==> src/rtl/mem_wb_stage.sv <==
// -----------------------------------------------------------------------------
// mem_wb_stage
//
// MEM/WB pipeline register for the 5-stage core. Besides latching the MEM-side
// control and data into the write-back stage, it:
//   - selects the write-back data (link address, load data or ALU result)
//     before the register, so WB sees a single ready-to-write value
//   - qualifies the register-file write with the valid bit and a register-0
//     guard
//   - supports Stall (hold) and Flush (bubble insertion; Flush wins)
//   - keeps a one-entry history of the previous committed write so that a
//     late consumer can still forward from it
//   - counts retired instructions (modulo 2^CNT_W)
//
// Parameters
//   DATA_W : width of PC link, ALU result, memory read data and write data
//   REG_W  : register-address width
//   CNT_W  : retired-instruction counter width
//
// Ports
//   Clk          in   rising-edge clock
//   Reset        in   asynchronous active-high reset, clears every output
//   Stall        in   hold every WB-side register this cycle
//   Flush        in   insert a bubble into WB this cycle (wins over Stall)
//   MValid       in   MEM-stage instruction is valid
//   Mmemtoreg    in   select memory read data for write-back
//   Mregwrite    in   instruction writes the register file
//   Mcntrljalr   in   jalr: write link address
//   Mcntrljald   in   jal: write link address
//   MPCAddResult in   PC+4 link value
//   MAluResult   in   ALU result
//   ReadDataOut  in   data-memory read data
//   MRegDst      in   destination register
//   WBValid      out  WB-stage instruction valid
//   WBregwrite   out  qualified register-file write enable
//   WBcntrljalr  out  registered jalr flag
//   WBcntrljald  out  registered jal flag
//   WBRegDst     out  destination register
//   WBWriteData  out  selected write-back data
//   HistValid    out  history entry holds a committed write
//   HistRegDst   out  register written by the previous committed instruction
//   HistData     out  data written by the previous committed instruction
//   RetireCount  out  instructions retired since reset
// -----------------------------------------------------------------------------
module mem_wb_stage #(
    parameter int DATA_W = 32,
    parameter int REG_W  = 5,
    parameter int CNT_W  = 32
) (
    input  logic              Clk,
    input  logic              Reset,
    input  logic              Stall,
    input  logic              Flush,
    input  logic              MValid,
    input  logic              Mmemtoreg,
    input  logic              Mregwrite,
    input  logic              Mcntrljalr,
    input  logic              Mcntrljald,
    input  logic [DATA_W-1:0] MPCAddResult,
    input  logic [DATA_W-1:0] MAluResult,
    input  logic [DATA_W-1:0] ReadDataOut,
    input  logic [REG_W-1:0]  MRegDst,
    output logic              WBValid,
    output logic              WBregwrite,
    output logic              WBcntrljalr,
    output logic              WBcntrljald,
    output logic [REG_W-1:0]  WBRegDst,
    output logic [DATA_W-1:0] WBWriteData,
    output logic              HistValid,
    output logic [REG_W-1:0]  HistRegDst,
    output logic [DATA_W-1:0] HistData,
    output logic [CNT_W-1:0]  RetireCount
);

    logic [DATA_W-1:0] selData;
    logic              qualWrite;
    logic              advance;
    logic              commitWrite;

    // Write-back data select on the M side. Jumps write the link address even
    // if memtoreg happens to be set, so the link check comes first.
    always_comb begin
        selData = MAluResult;
        if (Mcntrljalr || Mcntrljald) begin
            selData = MPCAddResult;
        end else if (Mmemtoreg) begin
            selData = ReadDataOut;
        end
    end

    // Register 0 is hard-wired to zero, so a write to it is dropped here
    // rather than relying on the register file to ignore it.
    assign qualWrite = MValid & Mregwrite & (MRegDst != '0);

    // The stage moves on whenever it is not stalled; a flush always moves it,
    // because the bubble replaces whatever was being held.
    assign advance = ~Stall | Flush;

    // Only a valid instruction that really wrote a register is worth
    // remembering for late forwarding.
    assign commitWrite = WBValid & WBregwrite;

    // Control half of the WB register. Flush clears the control bits only;
    // the destination and data are left alone since nothing consumes them
    // without a valid write enable.
    always_ff @(posedge Clk or posedge Reset) begin
        if (Reset) begin
            WBValid     <= 1'b0;
            WBregwrite  <= 1'b0;
            WBcntrljalr <= 1'b0;
            WBcntrljald <= 1'b0;
        end else if (Flush) begin
            WBValid     <= 1'b0;
            WBregwrite  <= 1'b0;
            WBcntrljalr <= 1'b0;
            WBcntrljald <= 1'b0;
        end else if (!Stall) begin
            WBValid     <= MValid;
            WBregwrite  <= qualWrite;
            WBcntrljalr <= Mcntrljalr;
            WBcntrljald <= Mcntrljald;
        end
    end

    // Data half of the WB register: holds on both stall and flush.
    always_ff @(posedge Clk or posedge Reset) begin
        if (Reset) begin
            WBRegDst    <= '0;
            WBWriteData <= '0;
        end else if (!Flush && !Stall) begin
            WBRegDst    <= MRegDst;
            WBWriteData <= selData;
        end
    end

    // History entry captures what WB held just before it advanced, so it
    // trails the WB outputs by one advance.
    always_ff @(posedge Clk or posedge Reset) begin
        if (Reset) begin
            HistValid  <= 1'b0;
            HistRegDst <= '0;
            HistData   <= '0;
        end else if (advance) begin
            HistValid  <= commitWrite;
            HistRegDst <= WBRegDst;
            HistData   <= WBWriteData;
        end
    end

    // An instruction retires when it leaves WB. A flush only cancels what is
    // coming in from MEM, so the instruction already in WB still counts.
    // Stalled edges do not count, so a held instruction retires exactly once.
    always_ff @(posedge Clk or posedge Reset) begin
        if (Reset) begin
            RetireCount <= '0;
        end else if (advance && WBValid) begin
            RetireCount <= RetireCount + CNT_W'(1);
        end
    end

endmodule

==> config.mk <==
export PLATFORM = sky130hd
export DESIGN_NAME = mem_wb_stage
export DESIGN_NICKNAME = d
export VERILOG_FILES = /design/src/rtl/mem_wb_stage.sv
export SDC_FILE = /design/constraint.sdc
export NUM_CORES = 1
export LEC_CHECK = 0
export CORE_MARGIN = 2
export CORE_UTILIZATION = 56
export DETAILED_ROUTE_END_ITERATION = 10
export DONT_BUFFER_PORTS = 1
export PLACE_DENSITY = 0.83
export REMOVE_ABC_BUFFERS = 1
export SYNTH_ARGS = -nofsm -noshare
export SYNTH_HDL_FRONTEND = slang
export SYNTH_SLANG_ARGS = --single-unit
==> constraint.sdc <==
create_clock -name Clk -period 3.4 [get_ports Clk]
set_input_delay 0.68 -clock Clk [delete_from_list [all_inputs] [get_ports Clk]]
set_output_delay 0.68 -clock Clk [all_outputs]
set_load 0.03 [all_outputs]
==> Implementation_results.wiki <==
{| class="wikitable"
! Metric !! Value
|-
| Post-Place Cells || between 600 and 700
|-
| Top flip-flop cell by instance count after synthesis || sky130_fd_sc_hd__dfrtp_1
|-
| Num CTS Buffers || 9
|-
| Synthesis-stage register bit count || ~110
|-
| Number of synthesized flops with an enable pin || 0
|-
| Fraction of final layout cells with drive strength greater than 1 || ~7.9%
|-
| Global-route wire length before repair || between 15000 and 20000 µm
|-
| Top cell types by occurrence after synthesis || sky130_fd_sc_hd__nand2_1, sky130_fd_sc_hd__dfrtp_1, sky130_fd_sc_hd__o21ai_0
|-
| Initial antenna violation count || 0
|-
| Pleak || 2.62 nW
|-
| Critical path capture point type || flop
|-
| Post-cts resize count || 0
|-
| Internal cell power || 1.86 mW
|-
| Clk pwr share || a little under a quarter
|-
| Largest delay share family, worst path || simple AND/OR/NAND/NOR gates
|-
| Clock tree from TritonCTS || yes
|-
| Final Hold Viols || 0
|-
| Total routing resource utilization after global routing || between 20 and 25%
|-
| Register area || about 2800 µm²
|-
| Largest net degree at the start of global routing || 73
|-
| Top cells by area in the synthesized netlist || sky130_fd_sc_hd__dfrtp_1, sky130_fd_sc_hd__nand2_1, sky130_fd_sc_hd__mux2i_1
|-
| Vias || around 3600
|-
| P_sw || 1.09 mW
|-
| Number of endpoints failing setup at the final stage || 0
|-
| Final nets || 625
|-
| Period Utilization, post-route || 56.7%
|-
| Max-cap check violation count || 0
|-
| Setup clock skew after layout || ~0.011 ns
|-
| Share of the yosys chip area belonging to registers || a little over half
|-
| Vias in the first global route || between 3000 and 4000
|-
| Arrival time reported for the critical path endpoint || roughly 2.2 ns
|-
| Die Outline Area || between 9000 and 10000 µm²
|-
| Pins over their slew limit || 0
|-
| Most frequently used cell type in the post-synthesis netlist || sky130_fd_sc_hd__nand2_1
|-
| Worst-case vdd ir drop || approximately 0.00030 V
|-
| Unrepaired setup endpoints after global routing || no
|-
| Transition time of the tightest slew-check pin || 1.10 ns
|-
| Share of synthesized flip-flops with an asynchronous set or reset || between 90% and 100%
|-
| # port buffers || 0
|-
| Layout overhead on the synthesized area || 4.20%
|-
| Number of routed nets with antenna violations || 0
|-
| Pwr Total || just under 3 mW
|-
| RD Place Congestion || 0.870
|-
| Peak per-stage delay on the critical path || roughly 0.63 ns
|-
| Run status || complete, no violations
|-
| Die Height || between 90 and 100 µm
|-
| Minimum clock period || between 1.5 and 2 ns
|-
| DRC viols || 0
|-
| Met2 GRT Util || 39.4%
|-
| Detailed-route wire length per cell || 17.4 µm
|-
| Initial Util || between 50% and 60%
|-
| Share of Yosys cell area claimed by the top area cell type || roughly 55%
|-
| Global routing met1 resource utilization || roughly 25%
|-
| Ports || approximately 220
|-
| Post-CTS clock slew at the launch and capture registers of the worst setup and hold paths || approximately 0.10 ns
|-
| Antenna fix cells || 0
|-
| Final setup TNS || 0 ns
|-
| Max Fclk || 0.519 GHz
|-
| Die width || 99.1 µm
|-
| Latest clock arrival within the worst-skew pair || between 0.3 and 0.4 ns
|-
| Type of origin of the critical path || flop
|-
| Master of the slowest instance on the critical path || sky130_fd_sc_hd__dfrtp_1
|-
| Synth warn || 0
|-
| Iteration-0 DRC count of the detailed router || 68
|-
| Std cell rows || 34
|-
| Multi-input gate area || ~2100 µm²
|-
| Clock sink total || 111
|-
| Via density || roughly 5.7
|-
| Post-CTS repair timing setup buffer count || 0
|-
| Mean cell area of the mapped netlist || 9.57 µm²
|-
| Post-synthesis cell count || 529
|-
| Max-slew headroom || between 20% and 30%
|-
| CP max FO || 6
|-
| Sw Share || between 30% and 40%
|-
| Fill cell total of the finished layout || between 700 and 800
|-
| DP Wirelength || 7970 µm
|-
| Number of iterations in the first detailed-routing pass || 4
|-
| Top Usage Layer GRT || met2
|-
| Crit-path cells || nand4_1 -> nor3_1 -> nand4_2 -> nor3_2 -> xor2_1
|-
| Post-Syn Area || 5060 µm²
|-
| Required time worst endpoint || 3.68 ns
|-
| Global-route congestion overflow total || 0
|-
| Cell accounting for the most synthesized area || sky130_fd_sc_hd__dfrtp_1
|-
| Root buffer selected by CTS || sky130_fd_sc_hd__clkbuf_8
|-
| Critical setup path kind || reg -> reg
|-
| Number of buffers between clock root and the deepest sink || 2
|-
| Hold buffer count at cts || 0
|-
| H-tree depth || 3
|-
| Comb pwr share || a little under a tenth
|-
| Area inside the core boundary || roughly 9000 µm²
|-
| Met3 capacity usage during global routing || under 10%
|-
| Flop pwr share || ~67%
|-
| Tightest Hold Check Type || in -> async
|-
| Wire length after detailed routing || ~11000 µm
|-
| Count of distinct cell types in the synthesized netlist || 35
|-
| Power density relative to cell area || between 500 and 600 nW/µm²
|-
| Buffering stage count on the worst path with inverters included || 0
|-
| Filler-free cell count of the finished design || about 630
|}
==> metrics by stage <==
stage	area [µm²]	utilization, %	hold WS, ns	setup slack, ns
final	5280	60.2	0.213	1.47
after global routing	5280	60.2	0.237	1.30
after CTS	5280	60.2	0.215	1.47
after detailed placement	5110	58.3	0.622	1.26
after global placement	5110	58.3	0.611	1.30
after floorplan	4930	-	0.647	-0.211
==> worst reg2reg max path: stages (launching register included) <==
cell,delay [ns]
sky130_fd_sc_hd__dfrtp_1,0.63
sky130_fd_sc_hd__nand4_1,0.22
sky130_fd_sc_hd__nor3_1,0.38
sky130_fd_sc_hd__nand4_2,0.23
sky130_fd_sc_hd__nor3_2,0.23
sky130_fd_sc_hd__xor2_1,0.15
==> flip-flops by register name, indices dropped and copies added (netlist names) <==
name         count
HistData        32
RetireCount     32
WBWriteData     32
HistRegDst       5
WBRegDst         5
HistValid        1
WBValid          1
WBcntrljald      1
WBcntrljalr      1
WBregwrite       1
==> area by class of cell <==
| class | count | share of cell area, % |
|---|---|---|
| clock buffers | 9 | 2.35 |
| repair buffers | 2 | 0.522 |
| well taps | 108 | 2.56 |
| multi-input cells | 386 | 40.7 |
| inverters | 4 | 0.332 |
| flip-flops and latches | 111 | 52.7 |
| clock inverters | 6 | 0.854 |
==> path summary, 6_finish.rpt <==
check | startpoint | cells after the start | endpoint | slack, ns
setup / recovery | RetireCount[9] | 5 | RetireCount[31] | 1.47
hold / removal | Reset | 1 | WBWriteData[31] | 0.21
setup reg to reg | RetireCount[9] | 5 | RetireCount[31] | 1.47
hold reg to reg | HistRegDst[4] | 2 | HistRegDst[4] | 0.68
max in group asynchronous | Reset | 2 | WBWriteData[13] | 2.45
min in group Clk | Flush | 1 | WBcntrljald | 0.37
==> placed cells by master, fill, tap and decap left out, types with 2 or more instances in the layout <==
cell,instances
sky130_fd_sc_hd__o21ai_0,64
sky130_fd_sc_hd__nand3_2,2
sky130_fd_sc_hd__nand2b_4,2
sky130_fd_sc_hd__nor3_2,2
sky130_fd_sc_hd__clkbuf_8,9
sky130_fd_sc_hd__nand3_1,8
sky130_fd_sc_hd__clkinv_2,2
sky130_fd_sc_hd__nor3_1,3
sky130_fd_sc_hd__xnor2_1,17
sky130_fd_sc_hd__inv_1,3
sky130_fd_sc_hd__inv_6,3
sky130_fd_sc_hd__nor2_1,17
sky130_fd_sc_hd__mux2_2,6
sky130_fd_sc_hd__xor2_1,14
sky130_fd_sc_hd__nand2_1,189
sky130_fd_sc_hd__dfrtp_1,111
sky130_fd_sc_hd__mux2i_1,35
sky130_fd_sc_hd__and4_4,2
sky130_fd_sc_hd__nand4_4,2
sky130_fd_sc_hd__nand4_1,6
sky130_fd_sc_hd__and3_1,4
==> power groups by stage <==
stage | logic, mW | registers [mW] | clock network [mW]
finish | 0.272 | 1.98 | 0.705
global route | 0.324 | 2.00 | 0.775
CTS | 0.277 | 1.98 | 0.722
detailed placement | 0.277 | 2.01 | 0
global placement | 0.260 | 2.00 | 0
floorplan | 0.224 | 1.94 | 0
==> per-layer routing <==
layer,wire [µm],share of wire [%],vias up
met5,0,0,-
met4,253,2.3,0
met3,1010,9.2,21
met2,5650,52,179
met1,4010,37,1664
li1,-,-,1702
==> cells by family after synthesis <==
group           count (synthesis)  share of synthesized area, %
buf+inv                        32                          2.89
compound gates                 66                          6.57
flops                         111                          54.9
mux                            41                          8.26
xor+xnor                       31                          5.36
simple gates                  247                          21.8
fa+ha+maj                       1                         0.247
No activity file was read; power rests on OpenSTA's default activity.
